## config.mk

```make
export PLATFORM = sky130hd
export DESIGN_NAME = usb_ls_tx_flat
export DESIGN_NICKNAME = d
export VERILOG_FILES = /design/src/rtl/usb_ls_pkg.sv /design/src/rtl/usb_ls_tx_if.sv /design/src/rtl/usb_tx_nrzi.sv /design/src/rtl/usb_ls_tx.sv /design/src/flat_wrapper.sv
export SDC_FILE = /design/constraint.sdc
export NUM_CORES = 1
export LEC_CHECK = 0
export ABC_AREA = 1
export CORE_UTILIZATION = 55
export DETAILED_ROUTE_END_ITERATION = 12
export GPL_TIMING_DRIVEN = 0
export PLACE_DENSITY = 0.81
export SYNTH_ARGS = -nofsm -noshare
export SYNTH_HDL_FRONTEND = slang
export SYNTH_SLANG_ARGS = --single-unit
```

## constraint.sdc

```tcl
create_clock -name clk -period 3.3 [get_ports clk]
set_clock_uncertainty 0.15 [all_clocks]
set_input_delay 0.495 -clock clk [delete_from_list [all_inputs] [get_ports clk]]
set_output_delay 0.495 -clock clk [all_outputs]
set_load 0.01 [all_outputs]
```

## src/rtl/usb_ls_pkg.sv

```systemverilog
// Shared definitions for the low-speed USB transmit path.
//   tx_state_t : transmitter FSM encoding
//   LINE_*     : {dp, dm} pad values for the bus line states
//   SYNC_BYTE  : sync pattern sent before every packet, LSB first
//   DEF_*      : default bit-time divider and bit-stuff run length
package usb_ls_pkg;

  typedef enum logic [2:0] {
    ST_IDLE,
    ST_SYNC,
    ST_DATA,
    ST_EOP_SE0,
    ST_EOP_J
  } tx_state_t;

  localparam logic [1:0] LINE_J   = 2'b01;
  localparam logic [1:0] LINE_K   = 2'b10;
  localparam logic [1:0] LINE_SE0 = 2'b00;

  localparam logic [7:0] SYNC_BYTE = 8'h80;

  localparam int DEF_CLK_DIV   = 8;
  localparam int DEF_STUFF_LEN = 6;

endpackage

```

## src/rtl/usb_ls_tx_if.sv

```systemverilog
// Byte stream into the low-speed USB transmitter.
//   tx_data  : payload byte, sent LSB first
//   tx_valid : tx_data valid
//   tx_last  : tx_data is the final byte of the packet
//   tx_ready : byte accepted when tx_valid & tx_ready
// master = byte source, slave = transmitter.
interface usb_ls_tx_if;
  logic [7:0] tx_data;
  logic       tx_valid;
  logic       tx_last;
  logic       tx_ready;

  modport master (output tx_data, output tx_valid, output tx_last, input tx_ready);
  modport slave  (input tx_data, input tx_valid, input tx_last, output tx_ready);
endinterface

```

## src/rtl/usb_tx_nrzi.sv

```systemverilog
// Bit stuffer + NRZI encoder. On each strobe it consumes one raw bit and
// advances the line level; after STUFF_LEN consecutive ones the following
// strobe emits a stuffed zero instead (bit_in is ignored for that slot).
//   clk, reset    : clock, asynchronous active-low reset
//   clear         : restart with reference level J and an empty ones run
//   strobe        : advance one bit slot
//   bit_in        : raw bit for this slot
//   level_nxt     : line level after this slot (1 = K, 0 = J)
//   stuff_pending : the next slot is a stuffed zero
module usb_tx_nrzi
  import usb_ls_pkg::*;
#(
  parameter int STUFF_LEN = DEF_STUFF_LEN
) (
  input  logic clk,
  input  logic reset,
  input  logic clear,
  input  logic strobe,
  input  logic bit_in,
  output logic level_nxt,
  output logic stuff_pending
);

  localparam int CW = $clog2(STUFF_LEN + 1);
  localparam logic [CW-1:0] RUN_MAX = CW'(STUFF_LEN);

  logic          level;
  logic [CW-1:0] ones;
  logic          base_level;
  logic [CW-1:0] base_ones;
  logic [CW-1:0] ones_nxt;

  // clear and strobe together encode the first bit from a fresh J reference
  always_comb begin
    base_level = clear ? 1'b0 : level;
    base_ones  = clear ? '0 : ones;
    level_nxt  = base_level;
    ones_nxt   = base_ones;
    if ((base_ones == RUN_MAX) || !bit_in) begin
      level_nxt = ~base_level;
      ones_nxt  = '0;
    end else begin
      ones_nxt = base_ones + 1'b1;
    end
  end

  assign stuff_pending = (ones == RUN_MAX);

  always_ff @(posedge clk or negedge reset) begin
    if (!reset) begin
      level <= 1'b0;
      ones  <= '0;
    end else if (strobe) begin
      level <= level_nxt;
      ones  <= ones_nxt;
    end else if (clear) begin
      level <= 1'b0;
      ones  <= '0;
    end
  end

endmodule

```

## src/rtl/usb_ls_tx.sv

```systemverilog
// Low-speed USB packet transmitter: SYNC, bit-stuffed NRZI payload, EOP.
//   clk, reset : 12 MHz clock, asynchronous active-low reset
//   tx         : byte stream (slave side of usb_ls_tx_if)
//   dp_out     : D+ drive value
//   dm_out     : D- drive value
//   oe         : pad output enable, 1 while a packet is on the bus
//   busy       : first byte accepted until end of EOP
//   underrun   : one-cycle pulse when a packet is cut short for lack of data
module usb_ls_tx
  import usb_ls_pkg::*;
#(
  parameter int CLK_DIV   = DEF_CLK_DIV,
  parameter int STUFF_LEN = DEF_STUFF_LEN
) (
  input  logic        clk,
  input  logic        reset,
  usb_ls_tx_if.slave  tx,
  output logic        dp_out,
  output logic        dm_out,
  output logic        oe,
  output logic        busy,
  output logic        underrun
);

  localparam int BW = $clog2(CLK_DIV);
  localparam logic [BW-1:0] BIT_LAST = BW'(CLK_DIV - 1);

  tx_state_t   state, state_nxt;
  logic [BW-1:0] bit_cnt;
  logic [2:0]  bit_idx, bit_idx_nxt, idx_inc;
  logic [7:0]  byte_q, byte_nxt, sync_byte;
  logic        last_q, last_nxt;
  logic [1:0]  line_fix, line_d;
  logic        oe_nxt, busy_nxt, underrun_nxt;
  logic        bit_end, boundary;
  logic        nrzi_clear, nrzi_strobe, nrzi_bit;
  logic        level_nxt, stuff_pending;

  usb_tx_nrzi #(.STUFF_LEN(STUFF_LEN)) u_nrzi (
    .clk           (clk),
    .reset         (reset),
    .clear         (nrzi_clear),
    .strobe        (nrzi_strobe),
    .bit_in        (nrzi_bit),
    .level_nxt     (level_nxt),
    .stuff_pending (stuff_pending)
  );

  assign bit_end   = (bit_cnt == BIT_LAST);
  assign idx_inc   = bit_idx + 3'd1;
  assign sync_byte = SYNC_BYTE;
  // The only DATA cycle where the next byte may be taken: bit 7 is finishing,
  // no stuffed zero is owed and the current byte was not the last one.
  assign boundary  = (state == ST_DATA) && bit_end && (bit_idx == 3'd7) &&
                     !stuff_pending && !last_q;
  assign tx.tx_ready = (state == ST_IDLE) || boundary;

  // every encoded slot takes its level from the NRZI block
  assign line_d = nrzi_strobe ? (level_nxt ? LINE_K : LINE_J) : line_fix;

  always_comb begin
    state_nxt    = state;
    bit_idx_nxt  = bit_idx;
    byte_nxt     = byte_q;
    last_nxt     = last_q;
    line_fix     = {dp_out, dm_out};
    oe_nxt       = oe;
    busy_nxt     = busy;
    underrun_nxt = 1'b0;
    nrzi_clear   = 1'b0;
    nrzi_strobe  = 1'b0;
    nrzi_bit     = 1'b0;
    case (state)
      ST_IDLE: begin
        if (tx.tx_valid) begin
          byte_nxt    = tx.tx_data;
          last_nxt    = tx.tx_last;
          bit_idx_nxt = 3'd0;
          nrzi_clear  = 1'b1;
          nrzi_strobe = 1'b1;
          nrzi_bit    = sync_byte[0];
          oe_nxt      = 1'b1;
          busy_nxt    = 1'b1;
          state_nxt   = ST_SYNC;
        end
      end
      ST_SYNC: begin
        if (bit_end) begin
          nrzi_strobe = 1'b1;
          if (bit_idx == 3'd7) begin
            nrzi_bit    = byte_q[0];
            bit_idx_nxt = 3'd0;
            state_nxt   = ST_DATA;
          end else begin
            nrzi_bit    = sync_byte[idx_inc];
            bit_idx_nxt = idx_inc;
          end
        end
      end
      ST_DATA: begin
        if (bit_end) begin
          if (stuff_pending) begin
            // stuffed zero: bit index holds
            nrzi_strobe = 1'b1;
          end else if (bit_idx != 3'd7) begin
            nrzi_strobe = 1'b1;
            nrzi_bit    = byte_q[idx_inc];
            bit_idx_nxt = idx_inc;
          end else if (last_q) begin
            line_fix    = LINE_SE0;
            bit_idx_nxt = 3'd0;
            state_nxt   = ST_EOP_SE0;
          end else if (tx.tx_valid) begin
            byte_nxt    = tx.tx_data;
            last_nxt    = tx.tx_last;
            nrzi_strobe = 1'b1;
            nrzi_bit    = tx.tx_data[0];
            bit_idx_nxt = 3'd0;
          end else begin
            underrun_nxt = 1'b1;
            line_fix     = LINE_SE0;
            bit_idx_nxt  = 3'd0;
            state_nxt    = ST_EOP_SE0;
          end
        end
      end
      ST_EOP_SE0: begin
        if (bit_end) begin
          if (bit_idx == 3'd0) begin
            bit_idx_nxt = 3'd1;
          end else begin
            line_fix    = LINE_J;
            bit_idx_nxt = 3'd0;
            state_nxt   = ST_EOP_J;
          end
        end
      end
      ST_EOP_J: begin
        if (bit_end) begin
          oe_nxt    = 1'b0;
          busy_nxt  = 1'b0;
          state_nxt = ST_IDLE;
        end
      end
      default: state_nxt = ST_IDLE;
    endcase
  end

  always_ff @(posedge clk or negedge reset) begin
    if (!reset) begin
      state    <= ST_IDLE;
      bit_cnt  <= '0;
      bit_idx  <= 3'd0;
      last_q   <= 1'b0;
      dp_out   <= 1'b0;
      dm_out   <= 1'b1;
      oe       <= 1'b0;
      busy     <= 1'b0;
      underrun <= 1'b0;
    end else begin
      state            <= state_nxt;
      bit_idx          <= bit_idx_nxt;
      last_q           <= last_nxt;
      {dp_out, dm_out} <= line_d;
      oe               <= oe_nxt;
      busy             <= busy_nxt;
      underrun         <= underrun_nxt;
      // held at zero in IDLE, so every packet starts on a fresh bit time
      if ((state == ST_IDLE) || bit_end) bit_cnt <= '0;
      else                               bit_cnt <= bit_cnt + 1'b1;
    end
  end

  always_ff @(posedge clk) begin
    byte_q <= byte_nxt;
  end

endmodule

```

## src/flat_wrapper.sv

```systemverilog
// flat-port wrapper written by rule: the top's interface ports become plain ports
module usb_ls_tx_flat import usb_ls_pkg::*;
#(
  parameter int CLK_DIV   = DEF_CLK_DIV,
  parameter int STUFF_LEN = DEF_STUFF_LEN
)
  (clk, reset, dp_out, dm_out, oe, busy, underrun, tx_tx_data, tx_tx_valid, tx_tx_last, tx_tx_ready);
  usb_ls_tx_if tx_i ();
  input  logic clk;
  input  logic reset;
  output logic dp_out;
  output logic dm_out;
  output logic oe;
  output logic busy;
  output logic underrun;
  input wire logic [$bits(tx_i.tx_data)-1:0] tx_tx_data;
  input wire logic [$bits(tx_i.tx_valid)-1:0] tx_tx_valid;
  input wire logic [$bits(tx_i.tx_last)-1:0] tx_tx_last;
  output wire logic [$bits(tx_i.tx_ready)-1:0] tx_tx_ready;
  assign tx_i.tx_data = tx_tx_data;
  assign tx_i.tx_valid = tx_tx_valid;
  assign tx_i.tx_last = tx_tx_last;
  assign tx_tx_ready = tx_i.tx_ready;
  usb_ls_tx #(.CLK_DIV(CLK_DIV), .STUFF_LEN(STUFF_LEN)) u_core (.clk(clk), .reset(reset), .tx(tx_i), .dp_out(dp_out), .dm_out(dm_out), .oe(oe), .busy(busy), .underrun(underrun));
endmodule
```

---- After elaboration in Yosys (flattened, before gate mapping) ----
Memory sizes are Yosys's and may differ from the RTL's.
Index checks and enable logic that the tools add are counted.
cells by class
  bitwise logic cells ..................... 1
  reduce and logical (&&, ||, !) cells .... 22
  equal/unequal tests ..................... 26
  multipliers ............................. 0
  divide/modulo/power cells ............... 0
  multiplexer cells ....................... 79
  shifts and indexed selects .............. 0
  add/subtract/negate cells ............... 3
  $lt $le $gt $ge ......................... 1
operators by type and width
  kind                                                    number
  two-way mux 3 bit                                       22
  two-way mux 8 bit                                       5
  two-way mux 1 bit                                       34
  two-way mux 2 bit                                       9
  one-hot mux 8 bit (2 select lines)                      1
  equality test 3 bit (second input constant)             5
  one-hot mux 3 bit (5 select lines)                      1
  inequality test 3 x 2 -> 1 bit (second input constant)  4
  one-hot mux 3 bit (4 select lines)                      1
  inequality test 2 x 1 -> 1 bit (second input constant)  5
  inequality test 2 bit (second input constant)           5
  AND reduction 10 bit                                    1
  AND reduction 5 bit                                     2
  adder 3 x 1 -> 3 bit (second input constant)            3
  AND reduction 7 bit                                     1
  equality test 3 x 2 -> 1 bit (second input constant)    2
  zero test 3 bit                                         2
  inequality test 3 x 1 -> 1 bit (second input constant)  2
  one-hot mux 1 bit (2 select lines)                      3
  AND reduction 6 bit                                     1
  logical AND 1 bit                                       4
  < comparator 3 x 4 -> 1 bit (second input constant)     1
  inequality test 4 x 2 -> 1 bit (second input constant)  1
  one-hot mux 2 bit (2 select lines)                      1
  other kinds (11)                                        16
storage, ports and cells
  RAM bits ................................ 0
  memories ................................ 1
  register bits ........................... 26
  output and inout port bits .............. 6
  bits in latches ......................... 0
  ROM bits ................................ 8
  bits of input ports ..................... 12
memory list
  name              words  bits a word  rd ports  clocked after memory_dff  write ports  RTL line         text
  (name not given)  8      1            1         0                         0            usb_ls_tx.sv:95  nrzi_bit = sync_byte[idx_inc];

---- Depth between registers and ports, before layout ----
Gate-level depths: netlist of run 1.
  depth in word-level cells ............... 12
  gate-level depth with buffers ........... 15
  gate-level depth less buffers ........... 15

---- By module ----
Synthesis of run 1 repeated with hierarchy kept, for this count alone.
unflattened totals
  cell total of the unflattened synthesis .. 188
  area total of the unflattened synthesis .. 1530.2 um^2
modules (own cells, without submodules)
  module       sequential area each (um^2)  cells each  times used  area an instance (um^2)
  usb_ls_tx    591.8                        152         1           1277.5
  usb_tx_nrzi  100.1                        36          1           252.7

---- Worst setup path after synthesis of run 1 ----
Ideal clock, no wire load.
  path kind ............................... reg-to-reg
  from .................................... register u_core.bit_idx[0]
  to ...................................... register u_core.byte_q[0], enable pin
  path buffers ............................ 0
  library setup time ...................... 0.395 ns
  required time ........................... 2.755 ns
  clock period less this slack ............ 2.415 ns
  data arrival time ....................... 1.870 ns
  cell stages (with the launch flop) ...... 7
  path slack .............................. 0.885 ns
  path through ............................ dfrtp_1 -> ha_1 -> ha_1 -> nand2_1 -> nand2_1 -> inv_1 -> nor4_1
on the way
  word-level cells in the longest chain between the ends .. 3
RTL lines
  element                          RTL line          text
  start: declaration               usb_ls_tx.sv:30   logic [2:0] bit_idx, bit_idx_nxt, idx_inc;
  start signal: assignment         usb_ls_tx.sv:162  bit_idx <= bit_idx_nxt;
  inequality test 3 bit            usb_ls_tx.sv:105  end else if (bit_idx != 3'd7) begin
  inequality test 2 bit (no line)  -
  AND reduction 5 bit (no line)    -
  end signal: assignment           usb_ls_tx.sv:175  byte_q <= byte_nxt;
  end: declaration                 usb_ls_tx.sv:31   logic [7:0] byte_q, byte_nxt, sync_byte;
Every way passes these cells.
A chain may end at the register's enable or synchronous reset.

---- Worst setup path in the final report of run 1 ----
  from .................................... register u_core.bit_idx[0]
  to ...................................... output port tx_tx_ready
on the way
  word-level cells in the longest chain between the ends .. 5
RTL lines
  element                         RTL line            text
  equality test 3 bit             usb_ls_tx.sv:54     assign boundary = (state == ST_DATA) && bit_end && (bit_idx == 3'd7) &&
  logical AND 1 bit (2 in a row)  usb_ls_tx.sv:54
  logical AND 1 bit               usb_ls_tx.sv:55     !stuff_pending && !last_q;
  logical OR 1 bit                usb_ls_tx.sv:56     assign tx.tx_ready = (state == ST_IDLE) || boundary;
  end: declaration                flat_wrapper.sv:19  output wire logic [$bits(tx_i.tx_ready)-1:0] tx_tx_ready;
Every way passes these cells.

==> summary.txt, run 1 <==
Global routing
  – Initial antenna violation count: 0
  – Vias in the first global route: about 1200
  – First-pass GRT wire length: slightly above 5 mm
  – Total GRT Usage: about a quarter
  – Largest net degree at the start of global routing: 19
  – Global route total overflow: 0

Yosys
  – Mapped Nets: between 200 and 250
  – Mapped Area: about 1600 sq um
  – Synthesized flop and latch total: 26
  – Register area share after synthesis: between 40 and 50%
  – Post-synth EDFFs: 8
  – Synth warn: 0
  – Mapped Cells: between 150 and 200
  – Mean Syn Cell Area: 8.35 sq um
  – FFs w/ async S/R, synth: between 60% and 70%
  – Ys flop type: dfrtp_1
  – Yosys cell types: 31

Routing
  – Pre-Repair DR Iteration Count: 4
  – DRC viols: 0
  – Wirelength, routed: roughly 3.0 mm
  – Drt wl/cell: ~13 um
  – DR vias: approximately 1200
  – Starting DRT DRC Count: 27
  – Final ANT Viol Nets: 0
  – Vias per cell: roughly 5.2

Setup path
  – Worst path slowest cell: clkdlybuf4s50_1
  – Worst path top cell family by delay: buffers and inverters
  – Worst path most repeated cell: ha_1
  – Crit end category: primary output
  – Worst EP arrival: around 2.1 ns
  – WS Path Type: reg2out
  – Critical path cell sequence: ha_1 -> ha_1 -> nand3_1 -> nand2_1 -> clkdlybuf4s50_1
  – CP startpoint kind: flip-flop
  – Slowest stage delay, CP: 0.53 ns
  – Required @ worst endpoint: roughly 2.7 ns
  – Crit path max fanout: 8
  – WP buf/inv: 1

Finish
  – Fin nets: 228
  – # fillers: between 200 and 250
  – # diodes: 0
  – Sequential cell area: slightly below 700 sq um
  – Area of the multi-input gates: between 700 and 800 sq um
  – Share of cells above drive strength 1: between 10% and 20%
  – Layout area overhead: 15.5%

Timing
  – Final Hold Viols: 0
  – Part of the cycle the worst path needs: 83.6%
  – RSZ-0062 raised after global routing: false
  – Fin Setup TNS: 0 ns
  – Max Freq: 363 MHz
  – Worst slew pin tran: ~0.90 ns
  – Max-slew violations: 0
  – Number of setup violations in the final report: 0
  – Slack of the critical path: about 0.54 ns
  – Slew Limit Headroom: between 30% and 40%
  – Crit path time final: 2.76 ns

Power
  – P_leak: 0.889 nW
  – VDD IR max: slightly below 0.7 mV
  – Power Dens Cells: around 780 nW/um^2

Clocking
  – CTS root buffer: clkbuf_4
  – Post-cts hold buffer count: 0
  – CTS tree: done
  – Worst skew pair latency: ~0.32 ns
  – Post-CTS Resized: 0
  – Num CTS Buffers: 3
  – Setup Fix Bufs, Post-CTS: 0
  – Maximum root-to-sink buffer count: 2
  – H-Tree Depth: 1
  – Clk sinks: 26
  – Clk slew on worst S/H paths: 0.14 ns

Floorplan
  – Starting Density: 60.5%
  – # IOs: 18
  – Total core area: roughly 2600 sq um
  – Chip Width: ~55 um
  – Rows: 18
  – Die height: approximately 55 um
  – Die area: 3040 sq um

Place
  – Pre-CTS WS: between 0.2 and 0.3 ns
  – GPL Wtd Cong: approximately 0.89
  – PortBufs: 17
  – Post-DP HPWL: between 2 and 2.5 mm

Run status
  – Status: complete, no violations

Worst hold path
  – Hold Crit Class: reg2reg

Run
  – Max-Cap Viols: 0
[per-stage QoR]
stage	utilization, %	std cells	area, sq um	hold slack [ns]	total power [W]
global placement	68.6	233	1760	0.269	0.00123
detailed placement	68.6	233	1760	0.276	0.00126
floorplan	-	186	1550	0.0494	0.00106
CTS	69.6	237	1790	0.295	0.00140
finish	69.8	237	1790	0.290	0.00140
global route	69.8	237	1790	0.308	0.00153
[worst paths after layout]
path | from | endpoint | slack [ns] | depth (start not counted)
max | u_core.bit_idx[0] | tx_tx_ready | 0.54 | 5
min | u_core.bit_cnt[0] | u_core.bit_cnt[0] | 0.29 | 1
max reg2reg | u_core.bit_idx[0] | u_core.byte_q[4] | 0.82 | 6
min reg2reg | u_core.bit_cnt[0] | u_core.bit_cnt[0] | 0.29 | 1
max in group asynchronous | reset | u_core.u_nrzi.ones[2] | 2.05 | 1
min in group asynchronous | reset | u_core.bit_idx[0] | 0.46 | 1
[cells in the final DEF (no fill, tap or decap)]
master           instances
nor3_2                   1
clkbuf_1                 1
inv_2                    3
nand3_4                  1
nand3_1                 14
o21ai_1                  3
nor3_1                   2
dfstp_2                  1
edfxtp_1                 8
o21ai_2                  1
nor2_2                   3
clkdlybuf4s50_1         17
ha_1                     8
o21ai_0                  7
nand2_4                  3
a21oi_2                  1
o22ai_1                  2
nor2_4                   2
a21oi_1                  3
nand3b_1                 2
nand2_1                 44
a31oi_1                  2
inv_1                   28
nor4_2                   2
buf_4                    1
xor2_1                   1
nand2_2                  3
dfrtp_1                 17
nor2_1                  18
o41ai_2                  1
clkbuf_4                 3
nand3_2                  3
inv_4                    1
[registers in the layout, summed over array words and instances (netlist names)]
| name | cells |
|---|---|
| u_core.underrun | 1 |
| u_core.oe | 1 |
| u_core.bit_cnt | 3 |
| u_core.dp_out | 1 |
| u_core.u_nrzi.ones | 3 |
| u_core.dm_out | 1 |
| u_core.u_nrzi.level | 1 |
| u_core.byte_q | 8 |
| u_core.last_q | 1 |
| u_core.state | 3 |
| u_core.bit_idx | 3 |
[metal layers]
| layer | part of all wire, % | vias up | global-route usage, % |
|---|---|---|---|
| met2 | 50 | 22 | 42.4 |
| met4 | 1.5 | 0 | 7.92 |
| met1 | 45 | 571 | 29.8 |
| met3 | 3.1 | 7 | 3.01 |
| li1 | - | 639 | - |
| met5 | 0 | - | 0 |
[worst register-to-register path, cell delays in order (launching register included)]
cell     delay, ns
dfrtp_1       0.50
ha_1          0.19
ha_1          0.32
nand2_1       0.12
nand2_1       0.10
inv_1         0.06
nor4_2        0.68
[layout make-up]
class,count,area share (%)
sequential,26,38.6
clock buffer,4,1.47
multi-input combinational,127,41.1
timing repair buffer,17,9.49
tap,30,2.09
buffer,1,0.419
inverter,32,6.84
[cell families (layout without fill, tap and decap cells)]
family	count (synthesis)	in the layout	synth area share [%]
and+or+nand+nor	98	98	32.1
AOI/OAI and AO/OA	20	20	7.98
xor gates and xnor gates	1	1	0.564
adders and majority gates	8	8	6.45
DFF	26	26	44.6
buffers and inverters	33	54	8.38
[synth_stat cells (all sizes together) (2+ instances only)]
library cell	count	share of area, %
o21ai	11	3.8
nand2	50	14
inv	32	7.9
nand3b	2	0.97
o22ai	2	0.81
nand3	18	7.6
a31oi	2	0.81
nor3	3	1.3
edfxtp	8	15
nor4	2	1.2
nor2	23	7.0
dfrtp	17	27
a21oi	4	1.5
ha	8	6.4
[where the power goes]
group / switching, W / internal, W / total [W]
clock network: 0.0000936 / 0.0000474 / 0.000141
logic: 0.000466 / 0.000274 / 0.000740
registers: 0.0000762 / 0.000443 / 0.000519
total: 0.000636 / 0.000764 / 0.00140
No activity file was read; power rests on OpenSTA's default activity.
==> run 2: changes to the inputs <==
- CORE_UTILIZATION: 55 -> 50
- PLACE_DENSITY: 0.81 -> 0.77
- clock period: 3.3 -> 2.4 ns (I/O delays scaled with it)
==> summary.txt, run 2 (synthesized netlist as in run 1, its figures left out) <==
Timing
  – Worst slew pin tran: 0.905 ns
  – Max Freq: approximately 450 MHz
  – Final Hold Viols: 0
  – Crit path time final: approximately 2.2 ns
  – Slew Limit Headroom: about two fifths
  – Part of the cycle the worst path needs: ~92%
  – Number of setup violations in the final report: 0
  – Max-slew violations: 0
  – RSZ-0062 raised after global routing: false

Clocking
  – CTS tree: done
  – H-Tree Depth: 1
  – Worst skew pair latency: around 0.32 ns
  – Clk slew on worst S/H paths: around 0.14 ns
  – Maximum root-to-sink buffer count: 2
  – Clk sinks: 26
  – CTS root buffer: clkbuf_4
  – Num CTS Buffers: 3

Finish
  – Fin area: approximately 1900 sq um
  – Most flops, register: u_core.byte_q
  – Largest register FFs: 8
  – # diodes: 0
  – Most common cell after layout, fill and taps aside: nand2_1
  – Layout area overhead: 19.7%
  – Share of cells above drive strength 1: just under 20%
  – Most frequent cells in the layout: 44 x nand2_1, 28 x inv_1, 18 x nor2_1
  – Final Util: 65.1%
  – Fin nets: approximately 230

Place
  – Post-DP HPWL: about 2.3 mm
  – PortBufs: 17
  – Placement Cell Area: 1770 sq um
  – GPL Wtd Cong: 0.879

Setup path
  – Required @ worst endpoint: 2.21 ns
  – CP startpoint kind: flip-flop
  – Crit end category: flip-flop
  – RR Endpoint: u_core.byte_q[0]
  – Crit path max fanout: 8
  – Worst-case reg-to-reg path depth: 6
  – WS Path Type: reg2reg
  – Reg-to-reg startpoint: u_core.bit_idx[1]
  – Reg2Reg Setup Slack: between 0.15 and 0.2 ns
  – Worst EP arrival: about 2.0 ns

Routing
  – DR vias: roughly 1300
  – Pre-Repair DR Iteration Count: 4
  – DRC viols: 0
  – Final ANT Viol Nets: 0
  – Vias per cell: approximately 5.2
  – Starting DRT DRC Count: 66
  – Drt wl/cell: ~12 um
  – Wirelength, routed: 2.98 mm

Floorplan
  – # IOs: 18
  – Starting Density: between 50% and 60%
  – Rows: 19
  – Die height: just under 60 um
  – Total core area: ~2900 sq um
  – Chip Width: approximately 58 um
  – Die area: between 3000 and 4000 sq um

Power
  – P_leak: just over 0.9 nW
  – VDD IR max: 0.522 mV
  – Power Dens Cells: between 1000 and 1500 nW/um^2

Global routing
  – Total GRT Usage: between 20% and 30%
  – Vias in the first global route: between 1000 and 1500
  – First-pass GRT wire length: 5.30 mm
  – Global route total overflow: 0
  – Initial antenna violation count: 0
  – Largest net degree at the start of global routing: 19

Worst hold path
  – Hold_sp: u_core.bit_cnt[0]
  – Worst hold stages: 1
  – Hold Crit Class: reg2reg
  – Worst Hold End: u_core.bit_cnt[0]

Run
  – Max-Cap Viols: 0

Run status
  – Status: complete, no violations
## run 2: changes by cell type in the layout (fill, tap and decap cells not counted), sizes merged
| cell | before | now |
|---|---|---|
| clkdlybuf4s50 | 17 | 16 |
| clkbuf | 4 | 3 |
| dlygate4sd2 | 0 | 1 |
| clkinv | 0 | 1 |
| buf | 1 | 7 |
## run 2: metrics by stage
| stage | hold WS [ns] | TNS, ns | power (W) | worst slack (ns) | std cells |
|---|---|---|---|---|---|
| 6_report | 0.296 | 0 | 0.00197 | 0.180 | 244 |
| 5_1_grt | 0.320 | 0 | 0.00217 | 0.0515 | 244 |
| 4_1_cts | 0.303 | 0 | 0.00198 | 0.155 | 244 |
| 3_5_place_dp | 0.279 | -0.682 | 0.00173 | -0.0853 | 234 |
| 3_3_place_gp | 0.272 | -0.351 | 0.00170 | -0.0440 | 234 |
| 2_1_floorplan | -0.0856 | 0 | 0.00147 | 0.319 | 186 |
## run 2: worst max-delay path by stage
stage / from / endpoint / slack, ns / cells past startpoint
after floorplan: u_core.bit_idx[0] / u_core.byte_q[0] / 0.32 / 6
after CTS: u_core.bit_idx[0] / u_core.byte_q[5] / 0.16 / 6
after global placement: u_core.bit_idx[0] / u_core.byte_q[1] / -0.04 / 6
after detailed placement: u_core.bit_idx[0] / u_core.byte_q[2] / -0.09 / 6
final: u_core.bit_idx[1] / u_core.byte_q[0] / 0.18 / 6
after global routing: u_core.state[0] / u_core.u_nrzi.level / 0.05 / 16
## run 2: routing by layer
layer  share of wire (%)  up-vias  track usage [%]  wire [um]
li1                    -      653                -          -
met1                  46      590             26.9       1380
met2                  49       20             34.4       1450
met3                 3.1        7             2.68         92
met4                 1.8        0             7.82         53
met5                   0        -                0          0
## run 2: layout make-up
type                            count  area [sq um]
Clock buffer                        3          22.5
Timing Repair Buffer               23           214
Clock inverter                      1          3.75
Fill cell                         243           995
Inverter                           32           123
Tap cell                           31          38.8
Multi-Input combinational cell    127           754
Sequential cell                    26           694
Buffer                              1          7.51
## run 2: power breakdown
part	total (W)	internal [W]	switching [W]
Clock	0.000187	0.0000610	0.000126
Combinational	0.00110	0.000421	0.000680
Sequential	0.000685	0.000611	0.0000739
Total	0.00197	0.00109	0.000880
## run 2: critical path: stages (launching register included)
cell and delay, ns:
dfrtp_1 0.38, ha_1 0.15, ha_2 0.26, nand2_1 0.10, nand2_1 0.08, inv_1 0.06
nor4_2 0.68
## run 2: repair_timing
item,4_1_cts,5_1_grt
endpoints found under the setup margin,9,0
hold buffers,0,0
gates resized for setup,7,0
buffers inserted,6,0
==> patch 1, RTL diff (config.mk and constraints of run 2) <==
The output `underrun` loses its register stage (`underrun` becomes a continuous assignment). Comments in the files are not updated.
--- a/src/rtl/usb_ls_tx.sv
+++ b/src/rtl/usb_ls_tx.sv
@@ -156,7 +156,6 @@
       dm_out   <= 1'b1;
       oe       <= 1'b0;
       busy     <= 1'b0;
-      underrun <= 1'b0;
     end else begin
       state            <= state_nxt;
       bit_idx          <= bit_idx_nxt;
@@ -164,12 +163,13 @@
       {dp_out, dm_out} <= line_d;
       oe               <= oe_nxt;
       busy             <= busy_nxt;
-      underrun         <= underrun_nxt;
       // held at zero in IDLE, so every packet starts on a fresh bit time
       if ((state == ST_IDLE) || bit_end) bit_cnt <= '0;
       else                               bit_cnt <= bit_cnt + 1'b1;
     end
   end
+
+  assign underrun = underrun_nxt;
 
   always_ff @(posedge clk) begin
     byte_q <= byte_nxt;
Function: no difference found for any inputs over 10 cycles, from zero or initial values and one cycle with reset low; that may be too few to reach the edited logic, so the function may still have changed.
==> patch 1 against run 2 <==
- wire length fell by 1.4%
- total power rose by 1.9%
- final area fell by 4.6%
- fmax fell by 2.4%
- setup slack got worse by 55 ps
- synthesized area fell by 3.9%
- sequential share of layout area rose by 0.34 points
- sequential cell count fell by 1
==> patch 1: results (changes against run 2) <==
[run_status]
status=complete, no violations

[clock_tree]
cts_buffer_depth=2  ; unchanged
root_buffer=clkbuf_4
htreeDepth=1  ; unchanged
clk_latency_ps=320  ; about the same
clk_pin_slew_worst_paths_ps=140  ; about the same
cts_buffers=3  ; unchanged

[placed_design]
pre_cts_slack_ps=-63.3  ; +22.0 ps
io_buffers=17  ; unchanged
dp_cells=227  ; -3.0%
place_congestion=0.947  ; +7.7%
hpwl_um=2280  ; -0.25%

[grt]
grt_antenna_before_repair=0  ; unchanged
grt_usage=0.204  ; about the same
grt_pass1_wl_um=5090  ; -4.0%
grt_pass1_vias=1156  ; -7.4%
grt_max_degree=18  ; -1

[critical_path]
crit_arrival_ps=1760  ; -270 ps
cpMaxStageDelayCell=dfrtp_1
cp_slowest_stage_delay_ps=410  ; -270 ps
worstPathMaxFanout=6  ; -2

[logic_synthesis]
ys_seq_area_frac=0.447  ; +0.00154
async_flop_share=0.680  ; -0.0123
ys_top_cells_by_count=36 x nand2_1, 24 x inv_1, 18 x nor2_1, 16 x dfrtp_1, 12 x nand3_1
synth_fp_nets=199  ; -3.4%
yosysWarnings=0  ; unchanged
syn_inst=179  ; -3.8%
synth_cell_types=29  ; -6.5%
ys_top_cells_by_area=dfrtp_1 27%, edfxtp_1 16%, nand2_1 9.1%
ys.flop_type=dfrtp_1
synth-edff-count=8  ; unchanged

[worst_hold_path]
hold_class=flop to flop

[route]
wirelength_um=2940  ; -1.4%
vias=1234  ; -2.8%
dr.pass1.iters=4  ; unchanged
routedWlPerCell_um=12.6  ; +3.2%
first_iter_violations=43  ; -35%

[floorplan]
core_sq_um=2780  ; -2.5%

[power]
power.leakage_nw=0.826  ; -9.4%
vdd_drop_max_mv=0.795  ; +52%

[finish]
antennaDiodeCount=0  ; unchanged
fin_nets=223  ; -4.7%
layout-drive-gt1-share=0.183  ; -0.00932
top_register=u_core.byte_q
largest_reg_flops=8  ; unchanged

[sta]
slew_headroom=0.508  ; +0.116

-- patch 1: changes by cell type after synthesis, moves of 3 or more --
cell,delta
a21oi_1,+3
inv_1,-4
nand2_1,-8
nand2_2,+3
-- patch 1: layer usage --
layer	share of wire	track usage	up-vias	wire (um)
met5	0	0	-	0
met4	0.013	0.0627	0	39
met3	0.032	0.0207	5	95
met2	0.47	0.324	20	1390
met1	0.48	0.294	580	1420
li1	-	-	629	-
-- patch 1: layout make-up --
class                      count  area, sq um
timing repair buffer          19          183
sequential                    25          668
inverter                      30          115
clock inverter                 1         5.00
fill                         246         1010
multi-input combinational    123          732
tap                           31         38.8
buffer                         1         7.51
clock buffer                   3         22.5
-- patch 1: cell families after synthesis --
family	count (synthesis)	share of synthesized area
AOI/OAI and AO/OA	26	0.0990
xor gates and xnor gates	1	0.00587
adders and majority gates	8	0.0671
buffers and inverters	31	0.0822
DFF	25	0.447
and+or+nand+nor	88	0.299
-- patch 1: where the power goes --
| group | switching [W] | total, W | internal (W) |
|---|---|---|---|
| sequential | 0.000111 | 0.000714 | 0.000604 |
| combinational | 0.000678 | 0.00111 | 0.000430 |
| clock | 0.000126 | 0.000189 | 0.0000624 |
-- patch 1: worst max-delay path: cells and delay by family, from the launching register on --
kind,cells,cell delay (ps)
flops,1,410
simple gates,4,320
buf+inv,1,290
fa+ha+maj,2,420
-- patch 1: per-stage QoR --
step / hold WS, ps / instance area (sq um)
2_1_floorplan: -85.6 / 1500
3_3_place_gp: 272 / 1710
4_1_cts: 301 / 1760
5_1_grt: 329 / 1770
3_5_place_dp: 282 / 1710
6_report: 299 / 1770
-- patch 1: path summary, 6_finish.rpt --
kind	depth (start not counted)	endpoint	slack [ps]	start
hold / removal	1	u_core.bit_cnt[0]	300	u_core.bit_cnt[0]
max in group asynchronous	1	u_core.bit_idx[0]	1290	reset
setup / recovery	7	tx_tx_ready	130	u_core.bit_cnt[0]
min in group asynchronous	1	u_core.bit_idx[2]	310	reset
setup reg to reg	15	u_core.u_nrzi.level	270	u_core.state[0]
hold reg to reg	1	u_core.bit_cnt[0]	300	u_core.bit_cnt[0]
-- patch 1: timing repair --
action / CTS / global route
pin swaps: 1 / 0
resized for setup: 6 / 1
setup endpoints to repair: 10 / 8
setup buffers: 2 / 0
==> patch 2, RTL diff (flow settings as in run 2) <==
Made on the original files. The package constant `DEF_STUFF_LEN` goes from 6 to 12.
--- a/src/rtl/usb_ls_pkg.sv
+++ b/src/rtl/usb_ls_pkg.sv
@@ -20,7 +20,7 @@
   localparam logic [7:0] SYNC_BYTE = 8'h80;
 
   localparam int DEF_CLK_DIV   = 8;
-  localparam int DEF_STUFF_LEN = 6;
+  localparam int DEF_STUFF_LEN = 12;
 
 endpackage
 
Behaviour: no difference found for any inputs over 10 cycles, from zero or initial values and one cycle with reset low; that may be too few to reach the edited logic, so the function may still have changed.
==> patch 2 against run 2 <==
- fmax fell by 1.5%
- setup slack worse by 34 ps
- first-iteration DRC count decreased by 12%
- final area rose by 1.0%
- sequential cell count up 1
- total power grew 7.1%
- non-clock buffer count did not move
- synthesized area increased by 0.89%
- wire length increased by 6.8%
- critical path type is now flop to output pin
- critical endpoint is now tx_tx_ready
- largest cell class unchanged
==> patch 2: results (changes against run 2) <==
[run_status]
status=complete, no violations

[critical_path]
critPathLaunch=u_core.bit_idx[0]
reg2reg_depth=15  ; +9
reg2reg_to=u_core.u_nrzi.level
crit_family=flip-flops
crit_arrival_ps=1740  ; -290 ps
cp_slowest_stage_delay_ps=430  ; -250 ps
r2r_setup_slack_ps=200  ; +20 ps

[grt]
grt_pass1_vias=1352  ; +8.3%
grt_pass1_wl_um=5640  ; +6.5%
grt_max_degree=20  ; +1

[finish]
layout-drive-gt1-share=0.164  ; -0.0289
fillers=238  ; -2.1%

[logic_synthesis]
async_flop_share=0.704  ; +0.0114
synth-compound-area-share=0.112  ; +0.0320
synth_fa_ha_area_frac=0.0639  ; -0.000566
avgSynthCellArea_sq_um=8.33  ; -0.19%
ys_top_cells_by_area=dfrtp_1 29%, edfxtp_1 15%, nand2_1 10%
ys_seq_area_frac=0.458  ; +0.0121
synth_cell_types=33  ; +6.5%

[placed_design]
placed_area_sq_um=1780  ; +0.78%
place_congestion=0.895  ; +1.9%
dp_cells=236  ; +0.85%

[route]
first_iter_violations=58  ; -12%

[sta]
final.min_clock_period_ps=2250  ; +33.9 ps
slew_headroom=0.405  ; +0.0138
hold_slack_ps=364  ; +68.0 ps

==> patch 2: cell count changes in the layout (fill, tap and decap cells not counted), sizes merged, moves of 2 or more <==
cell / run 2 / this run
nand3: 18 / 14
nand2: 50 / 47
o211ai: 0 / 2
nand4: 0 / 2
a21oi: 4 / 6
nor3: 3 / 0
==> patch 2: where the power goes <==
part	internal (W)	switching, W
combinational	0.000453	0.000747
clock	0.0000653	0.000132
sequential	0.000639	0.0000762
==> patch 2: routing by layer <==
layer | wire (um) | part of all wire | GRT usage | vias up
met5 | 0 | 0 | 0 | -
met4 | 82 | 0.026 | 0.0952 | 0
met3 | 129 | 0.040 | 0.0268 | 9
met2 | 1640 | 0.51 | 0.391 | 44
met1 | 1340 | 0.42 | 0.266 | 647
li1 | - | - | - | 660
==> patch 2: area by class of cell <==
cell class | instances | share of cell area
buffer | 2 | 0.0100
timing repair buffer | 22 | 0.111
tap | 31 | 0.0207
inverter | 33 | 0.0660
multi-input combinational | 126 | 0.395
sequential | 27 | 0.383
clock buffer | 4 | 0.0140
==> patch 2: cell families after synthesis <==
kind of cell / Yosys count
AOI/OAI and AO/OA: 26
buffers and inverters: 35
adders and majority gates: 8
and+or+nand+nor: 90
DFF: 27
xor gates and xnor gates: 2
==> patch 2: worst max-delay path by stage <==
| stage | depth (start not counted) | to |
|---|---|---|
| 2_1_floorplan | 6 | u_core.byte_q[0] |
| 3_3_place_gp | 3 | u_core.byte_q[2] |
| 3_5_place_dp | 13 | u_core.u_nrzi.level |
| 4_1_cts | 8 | u_core.byte_q[3] |
| 5_1_grt | 15 | u_core.u_nrzi.level |
| 6_report | 7 | tx_tx_ready |
==> patch 2: what timing repair did <==
action | CTS | global route
hold buffers | 0 | 0
gates resized for setup | 7 | 2
setup endpoints to repair | 9 | 9
setup buffers | 5 | 0
pin swaps | 1 | 0
